===== config.mk =====
export PLATFORM = sky130hd
export DESIGN_NAME = bg_tile_fetcher
export DESIGN_NICKNAME = d
export VERILOG_FILES = /design/src/rtl/bg_tile_fetcher.sv
export SDC_FILE = /design/constraint.sdc
export NUM_CORES = 1
export LEC_CHECK = 0
export CORE_AREA = 2 2 61 106
export CTS_BUF_LIST = sky130_fd_sc_hd__clkbuf_8
export DETAILED_ROUTE_END_ITERATION = 6
export DIE_AREA = 0 0 63 108
export GPL_ROUTABILITY_DRIVEN = 0
export PLACE_DENSITY = 0.92
export SLEW_MARGIN = 15
export SYNTH_ARGS = -nofsm -noshare
export SYNTH_HDL_FRONTEND = slang
export SYNTH_SLANG_ARGS = --single-unit

===== constraint.sdc =====
create_clock -name clk -period 4.3 [get_ports clk]
set_input_delay 0.43 -clock clk [delete_from_list [all_inputs] [get_ports clk]]
set_output_delay 0.43 -clock clk [all_outputs]
set_load 0.005 [all_outputs]

===== src/rtl/bg_tile_fetcher.sv =====
// rtl/bg_tile_fetcher.sv - background tile fetcher: map/lo/hi VRAM reads, one tile per handshake
module bg_tile_fetcher #(
    parameter int TILES_PER_LINE = 21
) (
    input  logic        clk,
    input  logic        reset,
    input  logic        line_start,
    input  logic        line_abort,
    input  logic [7:0]  scx,
    input  logic [7:0]  scy,
    input  logic [7:0]  ly,
    input  logic        map_sel,
    input  logic        data_sel,
    output logic [12:0] vram_addr,
    output logic        vram_rd,
    input  logic        vram_gnt,
    input  logic [7:0]  vram_data,
    output logic [7:0]  tile_lo,
    output logic [7:0]  tile_hi,
    output logic        tile_valid,
    input  logic        tile_ready,
    output logic        busy,
    output logic        line_done
);

    typedef enum logic [2:0] {
        IDLE,
        MAP_REQ,
        MAP_WAIT,
        LO_REQ,
        LO_WAIT,
        HI_REQ,
        HI_WAIT,
        PUSH
    } state_t;

    state_t      state;
    state_t      state_next;
    logic [4:0]  tx;
    logic [4:0]  ty;
    logic [2:0]  fy;
    logic [5:0]  cnt;
    logic [7:0]  lo_byte;
    logic [7:0]  yy;
    logic [4:0]  tx_line;
    logic [4:0]  tx_src;
    logic [4:0]  ty_src;
    logic [12:0] addr_next;
    logic        accept;
    logic        last_tile;
    logic        done_next;
    logic        b12;

    assign yy         = scy + ly;
    assign tx_line    = 5'((scx & 8'hF8) >> 3);
    assign vram_rd    = (state == MAP_REQ) || (state == LO_REQ) || (state == HI_REQ);
    assign tile_valid = (state == PUSH);
    assign busy       = (state != IDLE);

    always_comb begin
        state_next = state;
        addr_next  = vram_addr;
        done_next  = 1'b0;
        accept     = (state == PUSH) && tile_ready;
        last_tile  = (cnt == 6'(TILES_PER_LINE - 1));
        tx_src     = line_start ? tx_line : (accept ? tx + 5'd1 : tx);
        ty_src     = line_start ? yy[7:3] : ty;
        // Signed tile numbers index around 0x1000: negative numbers land in 0x0800..0x0FFF.
        b12        = data_sel ? 1'b0 : ~vram_data[7];

        case (state)
            IDLE:     if (line_start) state_next = MAP_REQ;
            MAP_REQ:  if (vram_gnt) state_next = MAP_WAIT;
            MAP_WAIT: state_next = LO_REQ;
            LO_REQ:   if (vram_gnt) state_next = LO_WAIT;
            LO_WAIT:  state_next = HI_REQ;
            HI_REQ:   if (vram_gnt) state_next = HI_WAIT;
            HI_WAIT:  state_next = PUSH;
            PUSH: begin
                if (accept) begin
                    if (last_tile) begin
                        state_next = IDLE;
                        done_next  = 1'b1;
                    end else begin
                        state_next = MAP_REQ;
                    end
                end
            end
            default:  state_next = IDLE;
        endcase

        if (line_start) state_next = MAP_REQ;
        if (line_abort) begin
            state_next = IDLE;
            done_next  = 1'b0;
        end

        // Address is computed once on entry to a request state so it stays put while stalled.
        if (state_next == MAP_REQ && (line_start || state == PUSH)) begin
            addr_next = {2'b11, map_sel, ty_src, tx_src};
        end else if (state == MAP_WAIT && state_next == LO_REQ) begin
            addr_next = {b12, vram_data, fy, 1'b0};
        end else if (state == LO_WAIT && state_next == HI_REQ) begin
            addr_next = {vram_addr[12:1], 1'b1};
        end
    end

    always_ff @(posedge clk) begin
        if (reset) begin
            state     <= IDLE;
            vram_addr <= 13'd0;
            line_done <= 1'b0;
            tx        <= 5'd0;
            ty        <= 5'd0;
            fy        <= 3'd0;
            cnt       <= 6'd0;
            lo_byte   <= 8'd0;
            tile_lo   <= 8'd0;
            tile_hi   <= 8'd0;
        end else begin
            state     <= state_next;
            vram_addr <= addr_next;
            line_done <= done_next;
            if (line_start && !line_abort) begin
                ty  <= yy[7:3];
                fy  <= yy[2:0];
                tx  <= tx_line;
                cnt <= 6'd0;
            end else if (accept && !line_abort) begin
                tx  <= tx + 5'd1;
                cnt <= cnt + 6'd1;
            end
            if (state == LO_WAIT) lo_byte <= vram_data;
            if (state == HI_WAIT && state_next == PUSH) begin
                tile_lo <= lo_byte;
                tile_hi <= vram_data;
            end
        end
    end

endmodule


Word-level counts from Yosys, hierarchy flattened
Index checks and enable logic that the tools add are counted. Widths: inputs -> output; s select.

Flip-flop bits (word level): 60. Bits of input ports: 40. Logic and storage cells: 65. Output and inout port bits: 33.

Add/subtract/negate cells: 3. Bitwise operators: 3. Eq/ne operators: 12. Muxes and demuxes: 18. Reduce and logical (&&, ||, !) cells: 18.

Operators with widths (number): $mux 13 (2); $mux 5 (5); $pmux 3 s8 (1); $eq 3x3->1 const B (6); $mux 3 (6); $eq 3x2->1 const B (3); $add 8x8->8 (1); $logic_and 1x1->1 (7); $add 6x1->6 const B (1); $eq 3x1->1 const B (2); $eq 6x5->1 const B (1); $reduce_bool 3->1 (2); $add 5x1->5 const B (1); $mux 1 (4); $reduce_bool 2->1 (2); $reduce_or 4->1 (1); $logic_not 3->1 (1); $logic_or 1x1->1 (3); $not 1->1 (3); $reduce_or 2->1 (1); $logic_not 1->1 (1).

Longest topological paths before layout
Word-level depth: 11. Gate-level depth with buffers: 8. Gate-level depth less buffers: 8.

Worst setup path after synthesis
No wires, ideal clock.

Path type: input port to flip-flop. From: in scy[1]. To: reg vram_addr[9]. Setup time: 92 ps. Stages: 6. Path buffers: 0. Slack: 2374 ps. Data required time: 4208 ps. Arrival time: 1834 ps. Cell sequence: ha_1 a21o_1 and4_1 o41a_1 and3_1 o32ai_1.

Cells in the longest elaborated chain, start to end: 3.

Ends and longest elaborated chain: from (decl) (RTL line 10) `input logic [7:0] scy,`; $add 8x8->8 (RTL line 54) `assign yy = scy + ly;`; $mux 5 (RTL line 67) `ty_src = line_start ? yy[7:3] : ty;`; $mux 13 (RTL line 99) `if (state_next == MAP_REQ && (line_start || state == PUSH)) begin`; to (signal assigned) (RTL line 122) `vram_addr <= addr_next;`; to (decl) (RTL line 14) `output logic [12:0] vram_addr,`.

No other way between the ends. A chain may end at the register's enable or synchronous reset.

Final worst setup path
From: in line_start. To: reg vram_addr[9].

Cells in the longest elaborated chain, start to end: 5. Elaborated cells between the ends (all ways): 10. Those cells by class: eq/ne (2); mux (4); reduce/logical (4).

Ends and longest elaborated chain: from (decl) (RTL line 7) `input logic line_start,`; $mux 3 (RTL line 92) `if (line_start) state_next = MAP_REQ;`; $mux 3 (RTL line 93) `if (line_abort) begin`; $eq 3x1->1 or $eq 3x2->1 (tied branches) (RTL line 99, 101); $logic_and 1x1->1, on equally long branches (RTL line 99, 101); $mux 13 or $reduce_bool 2->1 (tied branches).

Several ways; a longest one is shown, not always the timed one.

==> results.cfg <==
[clock_tree]
htreeDepth = 3
post_cts_resized = 0
cts.reportedPaths.clkPinSlew_ns = 0.07
cts_buffers = 9
cts-root-buf = clkbuf_8
insertion_delay_ns = 0.34
postCtsHoldBufs = 0
cts_tree = done
cts.sink_count = 60
clk_path_buf_depth = 2
postCtsSetupRepairBufs = 0

[detailed_routing]
drtIter0Drc = 272
drc_errors = 0
via_per_inst = 5.85
drt_pass1_iterations = 4
routed_wl_um = 8340
num_vias = 3071
wire_per_inst_um = 15.9
ant_nets = 0

[setup_path]
arrival_ns = 2.82
slowest_stage = nor2b_1
reg2reg_from = state[0]
critPathCaptureType = flip-flop
worst_setup_path_start_kind = input port
crit_chain = clkdlybuf4s50_1, buf_4, nor2b_1, nor4b_4, a211oi_4, a2bb2oi_1, o32ai_1
critPathMaxFanout = 31
crit_start = line_start
path_buf_inv = 2
worstSetupPathType = in -> reg
crit_path_max_incr_delay_ns = 0.70
cp_data_required_time_ns = 4.48
crit_family = simple AND/OR/NAND/NOR gates

[pwr]
peakVddDrop_mv = 0.163
power_density_nw_per_um2 = 318
p_leak_uw = 0.00141
power_uw = 1280

[yosys]
synth_commonest_cells = nand2_1, dfxtp_1, a21oi_1
ys_seq_area_share_pct = 37.7
synth-seq-cells = 60
syn_area_per_cell_um2 = 8.26
synth_compound_area_share_pct = 20.4
synth_xor_area_share_pct = 3.57
syn_area_um2 = 3190
synth_warnings = 0
ys_async_sr_fraction_pct = 0
synthMuxAreaShare_pct = 3.45
yosys.area.top_type = dfxtp_1
synth.top_cell.area_share_pct = 37.7
synth_top_cells_by_area = dfxtp_1, nand2_1, a21oi_1, ha_1, mux2i_1
synth-simple-area-share_pct = 24.4
synth_edf_count = 0
synth-main-ff-cell = dfxtp_1
synth_nets = 437
synth_top_family_by_area = simple AND/OR/NAND/NOR gates
synthDistinctLibCells = 62
synth_cells = 386
synthAdderAreaFrac_pct = 4.55
yosysMostFrequentCell = nand2_1

[layout]
num_antenna_cells = 0
fin_util_pct = 68.7
fill_cells = 482
stdcell_area_um2 = 4040
drive_gt1_share_pct = 6.49
layout.nets = 493
area_growth_pct = 26.6

[die]
start_util_pct = 54.2
fp.dieW_um = 63
num_rows = 37
dieArea_um2 = 6800
die_h_um = 108
fp.coreArea_um2 = 5880
io_pins = 73

[sta]
finalHoldViolCount = 0
fmax_mhz = 380
maxSlewViolCount = 0
fin_crit_sh_pct = 61.2
fin_crit_ns = 2.63
setup_violations = 0
fin_worst_skew_ns = 0.00706
setup_tns_ns = 0
relSlewSlack_pct = 30.4
rsz0062_at_grt = false
tightest_slew_ns = 1.04

[placed_design]
dp_hpwl_um = 5940
io_buffers = 69
postPlaceCellArea_um2 = 3830

[run]
drv_cap = 0

[min_path]
min-delay-path-class = reg -> reg
min-delay-start = tile_lo[5]

[grt]
grt_max_degree = 61
grt_overflow_total = 0
grt.total_usage_pct = 26.0
grt_pass1_wl_um = 14000
antenna_found_initial = 0
grt_pass1_vias = 3120

[status]
status = completed
## power breakdown
group,total [uW],internal (uW),switching (uW)
clock network,519,295,224
logic,179,90.2,88.5
registers,586,572,13.9
## registers in the layout (all words and copies together) (netlist names)
name,cells
ty,5
fy,3
lo_byte,8
tile_hi,8
tx,5
vram_addr,13
line_done,1
cnt,6
state,3
tile_lo,8
## cell families (layout without fill, tap and decap cells)
logic type      Yosys count  after routing
flops                    60             60
xor+xnor                 13             13
fa+ha+maj                11             11
buf+inv                  35             96
mux                      11             11
simple gates            156            156
compound gates          100            100
## worst register-to-register path, delay by kind of cell, from the launching register on
family / cells / cell delay (ns)
compound gates: 3 / 0.77
flops: 1 / 0.73
simple gates: 2 / 0.61
## per-layer routing
layer	track usage, %	share of wire, %	vias up
li1	-	-	1481
met1	25.1	35	1438
met2	48.5	55	124
met3	6.56	5.4	28
met4	16.3	3.9	0
met5	0	0	-
## final timing paths
check	to	slack, ns	depth (start not counted)
worst max-delay path	vram_addr[9]	1.67	7
worst min-delay path	tile_lo[5]	0.46	2
worst max register to register	vram_addr[9]	2.11	5
worst min register to register	tile_lo[5]	0.46	2
## final cells by class
cell class                 instances  area, um2  share of cell area, %
clock buffer                      11        151                   3.75
clock inverter                     5       51.3                   1.27
inverter                           9       33.8                  0.837
multi-input combinational        291       1800                   44.6
sequential                        60       1200                   29.8
tap                               78       97.6                   2.42
timing repair buffer              71        701                   17.4
## per-stage QoR
| step | std cells | hold WS [ns] | worst slack (ns) |
|---|---|---|---|
| floorplan | 386 | 0.432 | 2.37 |
| global placement | 509 | 0.437 | 1.36 |
| detailed placement | 509 | 0.448 | 1.33 |
| CTS | 525 | 0.458 | 1.68 |
| global route | 525 | 0.479 | 1.46 |
| finish | 525 | 0.458 | 1.67 |
## cell usage in the layout (no fill, tap or decap), types with 2 or more instances in the layout
cell type | Yosys | routed
xor2_1 | 8 | 8
nor4_1 | 3 | 3
dfxtp_1 | 60 | 60
nand4_1 | 8 | 8
nand3b_1 | 2 | 2
or3_1 | 3 | 3
clkinv_2 | 0 | 2
inv_1 | 9 | 10
and3_1 | 5 | 5
clkdlybuf4s50_1 | 0 | 68
xnor2_1 | 5 | 5
nor3_1 | 7 | 7
o21ai_0 | 13 | 13
nand2b_1 | 8 | 8
mux2i_1 | 11 | 11
o21a_1 | 4 | 4
nand3_1 | 8 | 8
nor2b_1 | 3 | 3
nor2_1 | 25 | 25
buf_4 | 5 | 2
a21oi_1 | 46 | 46
a211oi_1 | 9 | 9
nand2_1 | 71 | 71
clkbuf_8 | 0 | 11
a2bb2oi_1 | 3 | 3
ha_1 | 10 | 10
a21o_1 | 3 | 3
o31ai_1 | 3 | 3
Power figures use the tool's default switching activity.
